`src/rtl/nibble_serial_adder_ctrl.sv`:
```
// nibble_serial_adder_ctrl
//
// Adds two W-bit operands (W = 4*NIBBLES) by running one 4-bit ripple-carry
// slice per clock, least-significant nibble first. A registered carry links
// successive nibbles. The master sees a start/busy/done handshake.
//
// Optional feature macro: NIBBLE_SERIAL_ADDER_SUB_EN
//   When defined, a 'sub' input is added. With sub=1 the block computes
//   a - b mod 2^W. In that mode cout=1 means no borrow.
//
// Ports:
//   clk    in   1  rising-edge clock
//   rst    in   1  synchronous, active-high reset
//   start  in   1  request, sampled only while busy=0
//   a, b   in   W  operands, latched on the accepting edge
//   cin    in   1  carry-in to nibble 0, latched on the accepting edge
//   sub    in   1  (macro only) subtract select, latched on the accepting edge
//   busy   out  1  operation in progress
//   done   out  1  one-cycle pulse; s/cout are valid in that cycle
//   s      out  W  registered sum, held between completions
//   cout   out  1  registered carry out of the top nibble

module nibble_serial_adder_ctrl #(
  parameter int NIBBLES = 4
) (
  input  logic                   clk,
  input  logic                   rst,
  input  logic                   start,
  input  logic [4*NIBBLES-1:0]   a,
  input  logic [4*NIBBLES-1:0]   b,
  input  logic                   cin,
`ifdef NIBBLE_SERIAL_ADDER_SUB_EN
  input  logic                   sub,
`endif
  output logic                   busy,
  output logic                   done,
  output logic [4*NIBBLES-1:0]   s,
  output logic                   cout
);

  localparam int W    = 4 * NIBBLES;
  localparam int IDXW = (NIBBLES > 1) ? $clog2(NIBBLES) : 1;
  localparam logic [IDXW-1:0] LAST_IDX = IDXW'(NIBBLES - 1);

  typedef enum logic {
    IDLE = 1'b0,
    RUN  = 1'b1
  } state_t;

  state_t            state_q, state_d;
  logic [W-1:0]      a_q, a_d;
  logic [W-1:0]      b_q, b_d;
  logic              carry_q, carry_d;
  logic [IDXW-1:0]   idx_q, idx_d;
  logic [W-1:0]      acc_q, acc_d;
  logic [W-1:0]      s_q, s_d;
  logic              cout_q, cout_d;
  logic              done_q, done_d;

  // Bit offset of the current nibble: idx * 4.
  logic [IDXW+1:0]   bit_base;
  logic [3:0]        a_nib;
  logic [3:0]        b_nib;
  logic [3:0]        sum4;
  logic [4:0]        carry_chain;

  // Operand B and initial carry as captured on the accepting edge. In
  // subtract mode B is inverted and the +1 comes in through the carry.
  logic [W-1:0]      b_load;
  logic              carry_load;

`ifdef NIBBLE_SERIAL_ADDER_SUB_EN
  assign b_load     = sub ? ~b : b;
  assign carry_load = sub ? 1'b1 : cin;
`else
  assign b_load     = b;
  assign carry_load = cin;
`endif

  // 4-bit ripple slice: per bit, the sum is a XOR and the carry is a majority.
  always_comb begin
    bit_base       = {idx_q, 2'b00};
    a_nib          = a_q[bit_base +: 4];
    b_nib          = b_q[bit_base +: 4];
    sum4           = '0;
    carry_chain    = '0;
    carry_chain[0] = carry_q;
    for (int i = 0; i < 4; i++) begin
      sum4[i]          = a_nib[i] ^ b_nib[i] ^ carry_chain[i];
      carry_chain[i+1] = (a_nib[i] & b_nib[i]) |
                         (a_nib[i] & carry_chain[i]) |
                         (b_nib[i] & carry_chain[i]);
    end
  end

  // Next-state and datapath control
  always_comb begin
    state_d = state_q;
    a_d     = a_q;
    b_d     = b_q;
    carry_d = carry_q;
    idx_d   = idx_q;
    acc_d   = acc_q;
    s_d     = s_q;
    cout_d  = cout_q;
    done_d  = 1'b0;

    case (state_q)
      IDLE: begin
        if (start) begin
          a_d     = a;
          b_d     = b_load;
          carry_d = carry_load;
          idx_d   = '0;
          state_d = RUN;
        end
      end

      RUN: begin
        acc_d[bit_base +: 4] = sum4;
        carry_d              = carry_chain[4];
        if (idx_q == LAST_IDX) begin
          // s takes the accumulator including the nibble written this cycle.
          s_d     = acc_d;
          cout_d  = carry_chain[4];
          done_d  = 1'b1;
          idx_d   = '0;
          state_d = IDLE;
        end else begin
          idx_d = idx_q + 1'b1;
        end
      end

      default: begin
        state_d = IDLE;
      end
    endcase
  end

  always_ff @(posedge clk) begin
    if (rst) begin
      state_q <= IDLE;
      a_q     <= '0;
      b_q     <= '0;
      carry_q <= 1'b0;
      idx_q   <= '0;
      acc_q   <= '0;
      s_q     <= '0;
      cout_q  <= 1'b0;
      done_q  <= 1'b0;
    end else begin
      state_q <= state_d;
      a_q     <= a_d;
      b_q     <= b_d;
      carry_q <= carry_d;
      idx_q   <= idx_d;
      acc_q   <= acc_d;
      s_q     <= s_d;
      cout_q  <= cout_d;
      done_q  <= done_d;
    end
  end

  assign busy = (state_q == RUN);
  assign done = done_q;
  assign s    = s_q;
  assign cout = cout_q;

endmodule

```
`config.mk`:
```
export PLATFORM = sky130hd
export DESIGN_NAME = nibble_serial_adder_ctrl
export DESIGN_NICKNAME = d
export VERILOG_FILES = /design/src/rtl/nibble_serial_adder_ctrl.sv
export SDC_FILE = /design/constraint.sdc
export NUM_CORES = 1
export LEC_CHECK = 0
export CAP_MARGIN = 10
export CORE_ASPECT_RATIO = 2
export CORE_MARGIN = 2
export CORE_UTILIZATION = 40
export CTS_BUF_LIST = sky130_fd_sc_hd__clkbuf_8
export DETAILED_ROUTE_END_ITERATION = 12
export PLACE_DENSITY = 0.75
export SLEW_MARGIN = 40
export SYNTH_ARGS = -nofsm -noshare
export SYNTH_HDL_FRONTEND = slang
export SYNTH_SLANG_ARGS = --single-unit
```
`constraint.sdc`:
```
create_clock -name clk -period 3.7 [get_ports clk]
set_input_delay 0.74 -clock clk [delete_from_list [all_inputs] [get_ports clk]]
set_output_delay 0.74 -clock clk [all_outputs]
set_load 0.05 [all_outputs]
```
; Yosys cells after proc, flatten, opt, wreduce, memory -nomap -nowiden
; Cells that the tools add are included.
[totals]
regBits = 70
latch_bits = 0
mem_bits_rw = 0
mem_bits_ro = 0
in_bits = 36
mem_count = 0
[classes]
add_sub_neg = 2
mul = 0
div = 0
order_cmp = 0
eq_ne = 2
shift = 4
n_mux = 10
bitwise = 29
n_reduce_logical = 3
[ops]
columns = operator, count
row1 = 16-bit by 5-bit indexed part select with 4-bit output, 2
row2 = 16-bit bitwise mux, 1
row3 = 4-bit by 6-bit variable shift with 16-bit output (first input constant), 1
row4 = 4-bit by 6-bit indexed part select with 16-bit output, 1
row5 = 1-bit AND, 12
row6 = 1-bit bitwise OR, 8
row7 = 1-bit bitwise XOR, 8
row8 = 4-bit negator with 6-bit output, 1
row9 = 1-bit two-way mux, 4
row10 = 2-bit two-way mux, 2
row11 = 1-bit one-hot mux with 2 select lines, 2
row12 = 2-bit one-hot mux with 2 select lines, 1
row13 = 2-bit AND reduction, 2
row14 = 2-bit by 1-bit adder with 2-bit output (second input constant), 1
row15 = 2-bit == test (second input constant), 1
row16 = 2-bit != test (second input constant), 1
row17 = 2-bit OR reduction, 1
row18 = 1-bit inverter, 1

; Depth between registers and ports, before layout
; Gate-level depths: netlist of run 1.
[depth]
ltp_word = 14
ltp_mapped = 11

; Worst setup path after synthesis of run 1
; OpenSTA, ideal clock, no wires.
[synth_timing]
path_kind = register to register
startpoint = register idx_q[0]
endpoint = register s_q[3], in the netlist s[3]
setup_ns = 0.123
t_arrival_ns = 3.047
required_time_ns = 3.577
path_slack_ns = 0.530
path_stages_with_launch = 12
cell_sequence = dfxtp_1 > buf_6 > mux4_2 > fa_1 > inv_1 > fa_1 > fa_1 > inv_1 > fa_1 > and4b_1 > a222oi_1 > inv_1
[synth_between]
elab_chain_cells = 13
word_cells_on_any_way = 31
classes_between = 1 x add/sub / 1 x eq/ne / 4 x shift / 1 x mux / 23 x bitwise / 1 x reduce/logical
[synth_lines]
columns = element, line
row1 = start: declaration, 54  ; logic [IDXW-1:0] idx_q, idx_d;
row2 = start signal: assignment, 156  ; idx_q <= idx_d;
row3 = "16-bit by 5-bit indexed part select with 4-bit output, on equally long branches", "83, 84"
row4 = "1-bit AND, on equally long branches", "90, 91"
row5 = 1-bit bitwise OR, 90  ; carry_chain[i+1] = (a_nib[i] & b_nib[i]) |
row6 = 1-bit bitwise OR, 91  ; (a_nib[i] & carry_chain[i]) |
row7 = 1-bit AND, 91
row8 = 1-bit bitwise OR, 90
row9 = 1-bit bitwise OR, 91
row10 = 1-bit AND, 91
row11 = 1-bit bitwise OR, 90
row12 = 1-bit bitwise OR, 91
row13 = 1-bit bitwise XOR, 89  ; sum4[i] = a_nib[i] ^ b_nib[i] ^ carry_chain[i];
row14 = 4-bit by 6-bit indexed part select with 16-bit output, 120  ; acc_d[bit_base +: 4] = sum4;
row15 = 16-bit bitwise mux, 120
row16 = end signal: assignment, 148  ; s_q <= '0;
row17 = end signal: assignment, 158  ; s_q <= s_d;
row18 = end: declaration, 56  ; logic [W-1:0] s_q, s_d;
; Parallel ways exist; a longest one is shown, timed or not.
; A chain may end at the register's enable or synchronous reset.

; Worst setup path in the final report of run 1
; Ends and elaborated chain as after synthesis.

==> summary.md, run 1 <==
| Metric | Value |
|---|---|
| Status | completed |
| Detail Route Antenna Nets | 0 |
| Min setup slack post-route | 430.3 ps |
| Seq/Total Area, Yosys | 46.30% |
| Top-level port count | 55 |
| Slew @ Worst Pin | 715.4 ps |
| Initial antenna violation count | 0 |
| Die Y | 127.0 um |
| R2R cell count | 10 |
| Initial DRT Pass Iterations | 4 |
| Reg2reg end | s[3] |
| Min-Delay Endpoint | s[5] |
| Initial DRC Count | 126 |
| Synth-to-Final Area Change | 23.77% |
| Count of final hold-check violations | 0 |
| Worst skew pair latency | 350 ps |
| HP Class | reg2reg |
| GRT Total Usage | 18.29% |
| CTS tree | built |
| Synthesized area | 3027 um^2 |
| R2r setup slk | 430 ps |
| Commonest cells after routing, fill and taps aside | nand2_1, dfxtp_1, clkdlybuf4s50_1 |
| Die width | 65.51 um |
| Antenna diodes | 0 |
| Power Density | 392.8 nW/um^2 |
| Synth cell types | 28 |
| Most common cell after layout, fill and taps aside | nand2_1 |
| H-tree lvl count | 3 |
| Synth Warn # | 0 |
| Core region area | 7322 um^2 |
| Number of cell rows | 44 |
| Register bit total from synthesis | 70 |
| # setup viols final | 0 |
| Grt ovf | 0 |
| Reg-to-reg startpoint | idx_q[0] |
| CTS Sinks | 70 |
| Vias/cell | 5.289 |
| Final nets | 421 |
| Leak | 1.439 nW |
| Synthesized area per cell | 9.256 um^2 |
| HP Start | s[5] |
| Crit Path Max Fanout | 6 |
| # DRC | 0 |
| Vias in the first global route | 2,546 |
| CP required | 3940 ps |
| DR vias | 2,486 |
| Period utilization | 88.37% |
| Hold_buf cts | 0 |
| Layout cell share with drive strength beyond 1 | 10.58% |
| Post-Syn Nets | 373 |
| Total CTS buffers | 9 |
| Unrepaired setup endpoints after global routing | false |
| F_max | 305.8 MHz |
| Hpwl dp | 5267 um |
| Initial Utilization | 41.34% |
| Max VDD drop | 0.2466 mV |
| Final Critical Period | 3270 ps |
| Worst slack at placement | 426.7 ps |
| Hold Slack | 435.1 ps |
| Critical Path Source Type | flip-flop |
| Crit path DAT | 3510 ps |
| CP endpoint kind | flip-flop |
| Hold Path Cell Cnt | 2 |
| Root Driver | clkbuf_8 |
| Gpl congestion | 0.8274 |
| Critical path origin | idx_q[0] |
| Global-route wire length before repair | 11,520 um |
| Max-cap check violation count | 0 |
| Slew Limit Fails | 0 |
| Routed wire per std cell | 14.64 um |
| Die area | 8321 um^2 |
| WL final | 6882 um |
| Worst Setup Path Type | reg2reg |
| Post-Syn Instances | 327 |
| Post-CTS sizing | 0 |
| TNS Setup | 0 ps |
| Port bufs | 54 |
| Max_slew headroom | 52.31% |
| Largest net degree at the start of global routing | 41 |
| CTS max path bufs | 2 |
| Clk pin slew, worst setup/hold paths | 70 ps |
| Power Total | 1.472 mW |
| Postcts setup bufs | 0 |
| Final setup skew | 7.059 ps |
-- Yosys cell counts --
cell type | number | area share (%)
buf_6 | 3 | 1.1
nand2_1 | 93 | 12
a222oi_1 | 4 | 1.3
a22o_1 | 1 | 0.29
a21oi_4 | 1 | 0.54
and4b_1 | 2 | 0.66
a21oi_1 | 34 | 5.6
nor2_1 | 21 | 2.6
buf_4 | 5 | 1.2
ha_1 | 6 | 2.5
nor3b_1 | 2 | 0.50
and4bb_4 | 2 | 1.1
mux2_2 | 1 | 0.37
o21a_1 | 1 | 0.25
mux2i_1 | 1 | 0.33
dfxtp_1 | 70 | 46
nor4bb_1 | 2 | 0.66
mux4_2 | 8 | 6.0
and4bb_2 | 5 | 2.1
clkbuf_1 | 6 | 0.74
nor2b_1 | 3 | 0.62
inv_1 | 12 | 1.5
and4b_4 | 1 | 0.45
nand2b_1 | 1 | 0.21
a22oi_1 | 20 | 5.0
a32oi_1 | 8 | 2.3
fa_1 | 4 | 2.6
buf_2 | 10 | 1.7
-- metal layers --
| metal | up-vias | track usage, % | part of all wire [%] |
|---|---|---|---|
| met2 | 88 | 33.25 | 57 |
| met5 | - | 0 | 0 |
| met1 | 1153 | 16.97 | 34 |
| met3 | 25 | 4.842 | 4.4 |
| li1 | 1220 | - | - |
| met4 | 0 | 12.75 | 5.2 |
-- critical path, cell delays in order, from the launching register on --
cell and delay (ps):
dfxtp_1 510, mux4_2 570, fa_1 410, inv_1 80, fa_1 180, fa_1 180
inv_1 50, fa_1 520, and4b_1 280, a222oi_1 320, inv_1 60
-- state kept, by name (all words and copies together) (netlist names), 2 cells and up --
| signal | count |
|---|---|
| idx_q | 2 |
| a_q | 16 |
| b_q | 16 |
| s | 16 |
| acc_q | 16 |
-- where the power goes --
group / internal (mW) / switching, mW / leakage, nW
Sequential: 0.778 / 0.0171 / 0.569
Combinational: 0.0861 / 0.0922 / 0.780
Clock: 0.246 / 0.252 / 0.0904
-- worst max-delay path by stage --
| stage | end | slack, ps | cells past startpoint |
|---|---|---|---|
| 3_3_place_gp | s[3] | 530 | 10 |
| 2_1_floorplan | s[3] | 530 | 11 |
| 6_report | s[3] | 430 | 10 |
| 5_1_grt | s[3] | 210 | 10 |
| 4_1_cts | s[3] | 420 | 10 |
| 3_5_place_dp | s[3] | 430 | 10 |
-- final cells by class --
| cell class | instances | area, um^2 |
|---|---|---|
| Fill cell | 686 | 3576 |
| Sequential cell | 70 | 1401 |
| Multi-Input combinational cell | 221 | 1441 |
| Timing Repair Buffer | 61 | 588.1 |
| Clock buffer | 10 | 137.6 |
| Clock inverter | 4 | 17.52 |
| Tap cell | 92 | 115.1 |
| Inverter | 12 | 45.04 |
-- per-stage QoR --
stage               util (%)  cell area [um^2]  instances
detailed placement     49.04              3591        456
global route           51.16              3746        470
finish                 51.16              3746        470
CTS                    51.16              3746        470
global placement       49.01              3588        456
floorplan                  -              3027        327
-- logic make-up after synthesis --
logic type | Yosys count | share of synthesized area, %
flops | 70 | 46.30
compound gates | 69 | 15.30
mux | 10 | 6.656
buf+inv | 36 | 6.242
simple gates | 132 | 20.38
fa+ha+maj | 10 | 5.126
Note: power is estimated with default switching activity, not from simulation.
==> run 2, diff against run 1 <==
--- a/config.mk
+++ b/config.mk
@@ -5,13 +5,15 @@
 export SDC_FILE = /design/constraint.sdc
 export NUM_CORES = 1
 export LEC_CHECK = 0
-export CAP_MARGIN = 10
+export ABC_AREA = 1
+export ABC_CLOCK_PERIOD_IN_PS = 3700
+export CAP_MARGIN = 5
 export CORE_ASPECT_RATIO = 2
 export CORE_MARGIN = 2
 export CORE_UTILIZATION = 40
 export CTS_BUF_LIST = sky130_fd_sc_hd__clkbuf_8
 export DETAILED_ROUTE_END_ITERATION = 12
-export PLACE_DENSITY = 0.75
+export PLACE_DENSITY = 0.74
 export SLEW_MARGIN = 40
 export SYNTH_ARGS = -nofsm -noshare
 export SYNTH_HDL_FRONTEND = slang
==> run 2 against run 1 <==
Sequential cell count unchanged. Largest power group unchanged. Cell count increased by 31%. Count of clock-buffer cells in the layout increased by 1. Critical path type unchanged. Critical endpoint is now acc_q[15]. Highest routed layer unchanged.
==> summary.md, run 2 <==
| Metric | Value |
|---|---|
| Status | completed |
| Mux share of post-synthesis cell area | 0% (-6.7 points) |
| Total CTS buffers | 9 (unchanged) |
| Hold_buf cts | 0 (unchanged) |
| Compound-Gate Fraction of Synth Area | 10.49% (-4.8 points) |
| Post-Synth Simple-Gate Area | 31.96% (+12 points) |
| Clock power frac | 32.5% (-1.4 points) |
| Hold Path Cell Cnt | 2 (unchanged) |
| Final setup skew | 13.45 ps (+6.392 ps) |
| Die Y | 130.9 um (+3.1%) |
| Initial DRC Count | 141 (+12%) |
| Crit Path Max Fanout | 13 (+7) |
| Reg-to-reg startpoint | idx_q[1] |
| Min-Delay Endpoint | s[13] |
| F_max | 309.2 MHz (+1.1%) |
| Unrepaired setup endpoints after global routing | false |
| Leading area contributor after synthesis | dfxtp_1 |
| Post-synth top cells | nor2_1, nand2_1, dfxtp_1, o21ai_0, inv_1 |
| Power Total | 1.639 mW (+11%) |
| Initial DRT Pass Iterations | 7 (+3) |
| Post-Syn Nets | 515 (+38%) |
| Power Density | 415.6 nW/um^2 (+5.8%) |
| Postcts setup bufs | 0 (unchanged) |
| Post-Syn Instances | 469 (+43%) |
| HP Class | reg2reg |
| Die area | 8832 um^2 (+6.1%) |
| Most frequent cell after synthesis | nor2_1 |
| # setup viols final | 0 (unchanged) |
| CTS tree | built |
| Initial Utilization | 40.86% (-0.48 points) |
| CP required | 4010 ps (+70 ps) |
| Slew Limit Fails | 0 (unchanged) |
| Fraction of synthesized cell area in xor and xnor cells | 0% (unchanged) |
| Leading post-synthesis cells by cell area | dfxtp_1, nor2_1, nand2_1 |
| Post-CTS sizing | 0 (unchanged) |
| R2r setup slk | 470 ps (+40 ps) |
| WL final | 7658 um (+11%) |
| Grt ovf | 0 (unchanged) |
| Internal power | 1.179 mW (+6.2%) |
| Leak | 1.901 nW (+32%) |
| Final nets | 562 (+33%) |
| Most common cell after layout, fill and taps aside | nor2_1 |
| Worst skew pair latency | 360 ps (about the same) |
| Number of flops mapped to enable cells by yosys | 0 (unchanged) |
| Sw Share | 28.05% (+3.5 points) |
| TNS Setup | 0 ps (unchanged) |
| Final Critical Period | 3234 ps (-35.44 ps) |
| HP Start | s[13] |
| Largest family of logic cells by synthesized area | simple AND/OR/NAND/NOR gates |
| R2R cell count | 15 (+5) |
| Synth Warn # | 0 (unchanged) |
| Count of final hold-check violations | 0 (unchanged) |
| Synthesized area | 3222 um^2 (+6.4%) |
| DR vias | 3,049 (+23%) |
| Crit path DAT | 3540 ps (+30 ps) |
| GRT Total Usage | 19.08% (+0.79 points) |
| Post-synthesis adder-cell area fraction | 4.816% (-0.31 points) |
| Largest net degree at the start of global routing | 39 (-4.9%) |
| Psw | 459.9 uW (+27%) |
| Root Driver | clkbuf_8 |
| Main synth FF type | dfxtp_1 |
| Gpl congestion | 0.8480 (+2.5%) |
| Synth cell types | 22 (-21%) |
| Layout fillers | 780 (+14%) |
| Die width | 67.46 um (+3.0%) |
| Critical Path Source Type | flip-flop |
| # DRC | 0 (unchanged) |
| Register bit total from synthesis | 70 (unchanged) |
| Global-route wire length before repair | 12,500 um (+8.6%) |
| Hpwl dp | 5743 um (+9.0%) |
| CP endpoint kind | flip-flop |
| Reg power frac | 50.5% (-3.5 points) |
| Slew @ Worst Pin | 524.8 ps (-190.6 ps) |
| Seq/Total Area, Yosys | 43.50% (-2.8 points) |
| Routed wire per std cell | 12.43 um (-15%) |
| Synthesized area per cell | 6.870 um^2 (-26%) |
| Max VDD drop | 0.2790 mV (+13%) |
| Initial antenna violation count | 0 (unchanged) |
| Clk pin slew, worst setup/hold paths | 70 ps (about the same) |
| Core region area | 7885 um^2 (+7.7%) |
| Detail Route Antenna Nets | 0 (unchanged) |
| Layout cell share with drive strength beyond 1 | 5.000% (-5.6 points) |
| H-tree lvl count | 3 (unchanged) |
| Vias in the first global route | 2,875 (+13%) |
| CTS max path bufs | 2 (unchanged) |
| Top-level port count | 55 (unchanged) |
| Max-cap check violation count | 0 (unchanged) |
| Number of cell rows | 46 (+4.5%) |
| Commonest cells after routing, fill and taps aside | nor2_1, nand2_1, dfxtp_1 |
| Vias/cell | 4.950 (-6.4%) |
| Antenna diodes | 0 (unchanged) |
| Combinational share of power | 16.9% (+4.8 points) |
| Worst Setup Path Type | reg2reg |
| CTS Sinks | 70 (unchanged) |
| Period utilization | 87.41% (-0.96 points) |
| Reg2reg end | acc_q[15] |
| Port bufs | 54 (unchanged) |
| Post-synth ARST share | 0% (unchanged) |
| Max_slew headroom | 64.96% (+13 points) |
| Top-area cell type share of the netlist area | 43.50% (-2.8 points) |
| Synth-to-Final Area Change | 22.41% |
-- run 2: cell count changes in the layout (fill, tap and decap cells not counted), sizes merged, moves of 16 or more --
| cell | before | now |
|---|---|---|
| a21oi | 35 | 9 |
| nand3 | 0 | 33 |
| o21ai | 0 | 50 |
| nand2 | 93 | 109 |
| nor2 | 21 | 118 |
| inv | 14 | 43 |
| a22oi | 20 | 0 |
-- run 2: per-stage QoR --
step	util, %	std cells	hold slack, ps	setup slack [ps]	instance area, um^2
after floorplan	-	469	430.7	838.5	3222
after CTS	50.02	616	455.5	511.4	3944
after global placement	47.89	601	440.4	705.0	3776
after detailed placement	47.89	601	441.7	527.2	3776
final	50.02	616	450.5	465.7	3944
after global routing	50.02	616	467.8	220.7	3944
-- run 2: logic make-up (layout without fill, tap and decap cells) --
kind of cell	after synthesis	in the layout
and+or+nand+nor	260	260
DFF	70	70
AOI/OAI and AO/OA	65	65
buffers and inverters	64	115
adders and majority gates	10	10
-- run 2: cell type report --
class                   instances  area [um^2]  area share, %
clock buffers                  11        151.4          3.839
clock inverters                 4        16.27         0.4124
multi-input cells             335         1523          38.61
well taps                      96        120.1          3.046
flip-flops and latches         70         1401          35.53
inverters                      41        153.9          3.902
repair buffers                 59        578.1          14.66
-- run 2: worst max-delay path by stage --
stage,start,endpoint,slack (ps),cells after the start
3_5_place_dp,idx_q[1],acc_q[7],530,15
6_report,idx_q[1],acc_q[15],470,15
2_1_floorplan,idx_q[0],acc_q[15],840,16
3_3_place_gp,idx_q[1],s[7],700,15
4_1_cts,idx_q[1],acc_q[7],510,15
5_1_grt,idx_q[1],acc_q[15],220,15
-- run 2: routing by layer --
layer / share of wire (%) / routed length [um] / GRT usage [%] / vias up
met1: 35 / 2670 / 18.45 / 1369
met5: 0 / 0 / 0 / -
met2: 56 / 4295 / 33.91 / 96
li1: - / - / - / 1557
met4: 4.9 / 375 / 14.29 / 0
met3: 4.1 / 317 / 4.110 / 27
-- run 2: worst max-delay path, stage by stage, from the launching register on --
cell      delay (ps)
dfxtp_1          580
clkinv_1         380
o21ai_0          170
o22ai_1          120
fa_1             410
inv_1             80
fa_1             190
fa_1             170
inv_1             50
fa_1             470
inv_1             50
nor2_1           180
nand3_1          130
nand3_1          100
nand2_1           60
inv_1             40
-- run 2: power by group through the flow --
stage               registers (mW)  logic [mW]  clock network [mW]
floorplan                    0.835       0.199                   0
global placement             0.843       0.269                   0
detailed placement           0.844       0.276                   0
CTS                          0.828       0.278               0.547
global route                 0.833       0.319               0.575
finish                       0.828       0.278               0.534
==> run 3, diff against run 2 <==
--- a/config.mk
+++ b/config.mk
@@ -7,7 +7,7 @@
 export LEC_CHECK = 0
 export ABC_AREA = 1
 export ABC_CLOCK_PERIOD_IN_PS = 3700
-export CAP_MARGIN = 5
+export CAP_MARGIN = 20
 export CORE_ASPECT_RATIO = 2
 export CORE_MARGIN = 2
 export CORE_UTILIZATION = 40
==> results of run 3 <==
No change in the layout: final DEF, timing and power equal those of run 2.
